<file path="config.mk">
export PLATFORM = sky130hd
export DESIGN_NAME = core_sequencer
export DESIGN_NICKNAME = d
export VERILOG_FILES = /design/src/rtl/core_pkg.sv /design/src/rtl/fetch_watchdog.sv /design/src/rtl/core_sequencer.sv
export SDC_FILE = /design/constraint.sdc
export NUM_CORES = 1
export LEC_CHECK = 0
export ABC_AREA = 1
export BUFFER_PORTS_ARGS = -buffer_cell sky130_fd_sc_hd__buf_2
export CORE_ASPECT_RATIO = 1.2
export CORE_MARGIN = 8
export CORE_UTILIZATION = 56
export CTS_BUF_LIST = sky130_fd_sc_hd__clkbuf_4
export DETAILED_ROUTE_END_ITERATION = 7
export PLACE_DENSITY = 0.88
export SKIP_CTS_REPAIR_TIMING = 1
export SYNTH_ARGS = -nofsm -noshare
export SYNTH_HDL_FRONTEND = slang
export SYNTH_SLANG_ARGS = --single-unit
</file>
<file path="constraint.sdc">
create_clock -name clk -period 5.35 [get_ports clk]
set_input_delay 1.07 -clock clk [delete_from_list [all_inputs] [get_ports clk]]
set_output_delay 1.07 -clock clk [all_outputs]
set_load 0.05 [all_outputs]
</file>
<file path="src/rtl/core_pkg.sv">
// Shared types for the RV32I multi-cycle core: sequencer states, trap causes
// and the ALU op encoding agreed between decoder, ALU and sequencer.
package core_pkg;

  typedef enum logic [2:0] {
    IDLE   = 3'd0,
    FETCH  = 3'd1,
    DECODE = 3'd2,
    EXEC   = 3'd3,
    WB     = 3'd4,
    TRAP   = 3'd5
  } state_e;

  typedef enum logic [1:0] {
    CAUSE_NONE     = 2'd0,
    CAUSE_ILLEGAL  = 2'd1,
    CAUSE_MISALIGN = 2'd2,
    CAUSE_TIMEOUT  = 2'd3
  } trap_cause_e;

  // addi x0,x0,0
  localparam logic [31:0] NOP_INSTR = 32'h0000_0013;

  localparam logic [7:0] ALU_NONE = 8'h0;
  localparam logic [7:0] ALU_ADD  = 8'h1;
  localparam logic [7:0] ALU_SUB  = 8'h2;
  localparam logic [7:0] ALU_AND  = 8'h3;
  localparam logic [7:0] ALU_OR   = 8'h4;
  localparam logic [7:0] ALU_XOR  = 8'h5;
  localparam logic [7:0] ALU_SLL  = 8'h6;
  localparam logic [7:0] ALU_SRL  = 8'h7;
  localparam logic [7:0] ALU_SRA  = 8'h8;
  localparam logic [7:0] ALU_SLT  = 8'h9;
  localparam logic [7:0] ALU_SLTU = 8'ha;

  // A decode with no ALU op and no register write has no architectural effect.
  function automatic logic is_illegal(input logic [7:0] op, input logic we);
    return (op == ALU_NONE) && !we;
  endfunction

  function automatic logic [31:0] jump_target(input logic [31:0] alu);
    return {alu[31:1], 1'b0};
  endfunction

endpackage

</file>
<file path="src/rtl/fetch_watchdog.sv">
// Down-counter that bounds how long the sequencer waits for imem_ack.
// Loaded on entry to FETCH, ticks on every non-ack cycle, expire_o on the last one.
module fetch_watchdog #(
  parameter int unsigned TIMEOUT = 16
) (
  input  logic clk,
  input  logic rst_n,
  input  logic load_i,
  input  logic tick_i,
  input  logic clear_i,
  output logic expire_o
);

  localparam int unsigned CW = (TIMEOUT < 2) ? 1 : $clog2(TIMEOUT + 1);

  logic [CW-1:0] cnt_q, cnt_d;

  always_comb begin
    cnt_d = cnt_q;
    if (clear_i) begin
      cnt_d = '0;
    end else if (load_i) begin
      cnt_d = CW'(TIMEOUT);
    end else if (tick_i && (cnt_q != '0)) begin
      cnt_d = cnt_q - CW'(1);
    end
  end

  always_ff @(posedge clk) begin
    if (!rst_n) begin
      cnt_q <= '0;
    end else begin
      cnt_q <= cnt_d;
    end
  end

  // A count of 1 means this is the last permitted waiting cycle; TIMEOUT=0 never loads a live count.
  assign expire_o = (TIMEOUT != 0) && (cnt_q == CW'(1));

endmodule

</file>
<file path="src/rtl/core_sequencer.sv">
// Multi-cycle FETCH->DECODE->EXEC->WB control for the RV32I core; owns PC, IR and instret.
// imem handshake: imem_req is held with imem_addr stable until the cycle imem_ack is seen.
module core_sequencer
  import core_pkg::*;
#(
  parameter logic [31:0] RESET_PC      = 32'h0000_0000,
  parameter int unsigned FETCH_TIMEOUT = 16
) (
  input  logic        clk,
  input  logic        rst_n,
  input  logic        run,
  output logic        imem_req,
  output logic [31:0] imem_addr,
  input  logic        imem_ack,
  input  logic [31:0] imem_rdata,
  output logic [31:0] ir,
  output logic [31:0] pc,
  input  logic [7:0]  dec_op,
  input  logic        dec_we,
  input  logic        dec_jmpe,
  input  logic [31:0] alu_result,
  output logic        rf_we,
  output logic [31:0] rf_wdata,
  output logic        busy,
  output logic        trap,
  output logic [1:0]  trap_cause,
  output logic [31:0] instret,
  output state_e      dbg_state
);

  state_e      state_q, state_d;
  logic [31:0] pc_q, pc_d;
  logic [31:0] ir_q, ir_d;
  logic [31:0] alu_q, alu_d;
  logic [31:0] instret_q, instret_d;
  logic        trap_q, trap_d;
  logic [1:0]  cause_q, cause_d;

  logic        wd_load, wd_tick, wd_clear, wd_expire;
  logic [31:0] pc_plus4;

  assign pc_plus4 = pc_q + 32'd4;

  fetch_watchdog #(
    .TIMEOUT (FETCH_TIMEOUT)
  ) u_watchdog (
    .clk      (clk),
    .rst_n    (rst_n),
    .load_i   (wd_load),
    .tick_i   (wd_tick),
    .clear_i  (wd_clear),
    .expire_o (wd_expire)
  );

  always_comb begin
    state_d   = state_q;
    pc_d      = pc_q;
    ir_d      = ir_q;
    alu_d     = alu_q;
    instret_d = instret_q;
    trap_d    = trap_q;
    cause_d   = cause_q;
    wd_load   = 1'b0;
    wd_tick   = 1'b0;
    wd_clear  = 1'b0;

    unique case (state_q)
      IDLE: begin
        if (run) begin
          state_d = FETCH;
          wd_load = 1'b1;
        end
      end

      FETCH: begin
        if (imem_ack) begin
          ir_d     = imem_rdata;
          state_d  = DECODE;
          wd_clear = 1'b1;
        end else if (wd_expire) begin
          state_d = TRAP;
          trap_d  = 1'b1;
          if (!trap_q) cause_d = CAUSE_TIMEOUT;
        end else begin
          wd_tick = 1'b1;
        end
      end

      DECODE: begin
        if (is_illegal(dec_op, dec_we)) begin
          state_d = TRAP;
          trap_d  = 1'b1;
          if (!trap_q) cause_d = CAUSE_ILLEGAL;
        end else begin
          state_d = EXEC;
        end
      end

      EXEC: begin
        alu_d = alu_result;
        // Bit 0 is dropped at WB, so only bit 1 makes a jump target misaligned.
        if (dec_jmpe && alu_result[1]) begin
          state_d = TRAP;
          trap_d  = 1'b1;
          if (!trap_q) cause_d = CAUSE_MISALIGN;
        end else begin
          state_d = WB;
        end
      end

      WB: begin
        pc_d      = dec_jmpe ? jump_target(alu_q) : pc_plus4;
        instret_d = instret_q + 32'd1;
        if (run) begin
          state_d = FETCH;
          wd_load = 1'b1;
        end else begin
          state_d = IDLE;
        end
      end

      TRAP: begin
        state_d = TRAP;
      end

      default: begin
        state_d = IDLE;
      end
    endcase
  end

  always_ff @(posedge clk) begin
    if (!rst_n) begin
      state_q   <= IDLE;
      pc_q      <= RESET_PC;
      ir_q      <= NOP_INSTR;
      alu_q     <= 32'd0;
      instret_q <= 32'd0;
      trap_q    <= 1'b0;
      cause_q   <= CAUSE_NONE;
    end else begin
      state_q   <= state_d;
      pc_q      <= pc_d;
      ir_q      <= ir_d;
      alu_q     <= alu_d;
      instret_q <= instret_d;
      trap_q    <= trap_d;
      cause_q   <= cause_d;
    end
  end

  assign imem_req   = (state_q == FETCH);
  assign imem_addr  = pc_q;
  assign ir         = ir_q;
  assign pc         = pc_q;
  assign rf_we      = (state_q == WB) && dec_we;
  // Jumps link pc+4; everything else writes the value captured in EXEC.
  assign rf_wdata   = (state_q == WB) ? (dec_jmpe ? pc_plus4 : alu_q) : 32'd0;
  assign busy       = (state_q != IDLE) && (state_q != TRAP);
  assign trap       = trap_q;
  assign trap_cause = cause_q;
  assign instret    = instret_q;
  assign dbg_state  = state_q;

endmodule

</file>
==> out/summary.json <==
{
  "ant_nets": 0,
  "dr.pass1.iters": 5,
  "die_h_um": 141,
  "worst_slew_margin_rel_pct": 34.1,
  "mostFrequentLayoutCells": "270 x nand2_1, 244 x buf_2, 197 x nor2_1",
  "min_delay_path_depth": 2,
  "cts-htree-levels": 4,
  "grt_remaining_overflow": 0,
  "crit_fanout": 33,
  "worst-endpoint-required_ns": 4.28,
  "clkTransAtPathRegs_ns": 0.13,
  "root_buffer": "clkbuf_4",
  "drv_cap": 0,
  "grt_setup_unrepaired": "no",
  "setup_total_negative_slack_ns": 0,
  "diode_insertion_count_for_antenna_repair": 0,
  "fmax_ghz": 0.242,
  "critPathCaptureType": "output port",
  "fin_total_pwr_mw": 2.66,
  "yosysWarnings": 0,
  "clk_path_buf_depth": 2,
  "worst_hold_path.endpoint": "u_watchdog.cnt_q[4]",
  "cts.sinks": 138,
  "outcome": "completed",
  "worst_skew_pair.late_latency_ns": 0.54,
  "layout_area_overhead_pct": 17.5,
  "r2r-start": "dbg_state[0]",
  "detail_route.drc_violations": 0,
  "total_of_endpoints_with_negative_setup_slack_in_the_final_report": 0,
  "first_pass_grt_wire_length_mm": 36.4,
  "layout_commonest_cell": "nand2_1",
  "skew_ns": 0.0228,
  "reg2regPathDepth": 4,
  "synth.ff_latch_count": 138,
  "worst_hold_startpoint": "u_watchdog.cnt_q[4]",
  "viasPerCell": 5.32,
  "worst-r2r-setup-slack_ns": 2.79,
  "dpl.hpwl_mm": 16.8,
  "worst-slew-pin-transition_ns": 0.987,
  "timing_max_transition_violations_final": 0,
  "groute.usage.overall_pct": 26.1,
  "fp.dieW_um": 120,
  "via_count_of_the_first_global_routing_pass": 7522,
  "clock_tree_from_tritoncts": "yes",
  "worst-endpoint-arrival_ns": 3.07,
  "netlist_area_um2": 7270,
  "power.leakage_nw": 3.82,
  "port-buffer-count": 244,
  "row_count": 45,
  "hold_class": "reg2reg",
  "coreArea_um2": 12700,
  "synthesis.instances": 1115,
  "finalHoldViolCount": 0,
  "routed_wirelength_mm": 22.3,
  "post-route-period-util_pct": 77.4,
  "power-per-cell-area_nw_per_um2": 312,
  "slowest_stage": "inv_1",
  "final_nets": 1386,
  "boundaryPins": 247,
  "r2r-end": "ir[2]",
  "drt_first_iter_violations": 603,
  "finalWeightedCongestion": 0.948,
  "synth-seq-area-share_pct": 38.0,
  "die-area_um2": 16900,
  "drive_gt1_share_pct": 22.9,
  "routedWlPerCell_um": 15.1,
  "floorplan.initialDensity_pct": 57.4,
  "numCtsBuffers": 17,
  "grt_antenna_before_repair": 1,
  "vias": 7881,
  "worst-setup-path-type": "reg2out",
  "crit_path_start_kind": "register",
  "finalWorstPathRequiredPeriod_ns": 4.14,
  "vdd.ir_drop.worst_v": 0.000288,
  "path_cells": "nor2_4 > nand2_4 > nor2_2 > buf_4 > inv_1 > o21ai_0 > buf_2",
  "synthDistinctLibCells": 39,
  "grt_start_max_net_pins": 51,
  "syn-mean-instance-area_um2": 6.52,
  "worst_path_largest_cell_delay_ns": 0.47
}
[per-stage QoR]
stage | utilization, % | worst slack (ns) | std cells | hold slack [ns] | cell area (um2)
6_report | 67.4 | 1.21 | 1481 | 0.472 | 8540
5_1_grt | 67.4 | 0.969 | 1481 | 0.483 | 8540
2_1_floorplan | - | 1.57 | 1116 | 0.435 | 7270
3_5_place_dp | 65.4 | 1.55 | 1449 | 0.454 | 8280
4_1_cts | 67.4 | 1.18 | 1481 | 0.472 | 8540
3_3_place_gp | 65.4 | 1.64 | 1449 | 0.447 | 8280
[where the power goes]
group	internal, mW	switching (mW)
logic	0.194	0.640
clock network	0.200	0.436
registers	1.13	0.0641
total	1.53	1.14
[registers in the layout (all words and copies together), names as in the netlist]
register and flops:
alu_q 32, instret 32, ir 32, imem_addr 31, u_watchdog.cnt_q 5, dbg_state 3
trap_cause 2, trap 1
[logic make-up (layout without fill, tap and decap cells)]
kind of cell             after synthesis  after routing  synth area share [%]
AND/OR/NAND/NOR                      543            543                  30.8
AO/OA/AOI/OAI                        227            227                  16.6
buffers and inverters                183            384                  11.5
flip-flops                           138            138                  38.0
XOR/XNOR                              19             19                  2.29
adder cells (fa/ha/maj)                4              4                 0.688
other                                  1              2                0.0516
[area by class of cell]
cell class	count	area, um2
clock buffer	17	128
clock inverter	15	129
fill	1209	4130
inverter	105	394
multi-input combinational	795	3680
sequential	138	2760
tap	164	205
timing repair buffer	247	1240
[synth_stat cells (all sizes together)]
library cell / number / area [um2]
nor4b: 1 / 8.76
nand4: 5 / 50.1
a221oi: 1 / 8.76
and2: 2 / 12.5
a211oi: 2 / 15.0
o21bai: 1 / 7.51
nor2: 208 / 837
dfxtp: 138 / 2760
conb: 1 / 3.75
o2111ai: 1 / 8.76
ha: 4 / 50.1
nand3b: 9 / 67.6
a21oi: 79 / 395
inv: 105 / 394
o21ai: 116 / 581
nor3: 8 / 40.0
xor2: 14 / 123
o31a: 1 / 8.76
o21a: 3 / 22.5
xnor2: 5 / 43.8
nand2: 272 / 1030
o22ai: 16 / 119
a31oi: 7 / 43.8
buf: 49 / 335
nor3b: 1 / 7.51
clkbuf: 29 / 109
nand3: 37 / 185
[critical path: cells and delay by family (launching register included)]
kind / cells / cell delay, ns
simple gates: 3 / 0.66
compound gates: 1 / 0.32
buf+inv: 3 / 1.13
flops: 1 / 0.42
[per-layer routing]
layer | GRT usage (%) | share of wire, % | up-vias
li1 | - | - | 3912
met1 | 27.2 | 37 | 3553
met2 | 46.6 | 51 | 361
met3 | 8.95 | 10 | 53
met4 | 10.8 | 2.7 | 2
met5 | 0 | 0.054 | -
[worst max-delay path by stage]
| stage | start | end | cells past startpoint |
|---|---|---|---|
| after floorplan | dec_jmpe | rf_wdata[1] | 6 |
| after global placement | dec_jmpe | rf_wdata[6] | 6 |
| after detailed placement | dec_jmpe | rf_wdata[13] | 6 |
| after CTS | dbg_state[0] | rf_wdata[6] | 7 |
| after global routing | dbg_state[0] | rf_wdata[17] | 7 |
| final | dbg_state[0] | rf_wdata[26] | 7 |
Note: power is estimated with default switching activity, not from simulation.
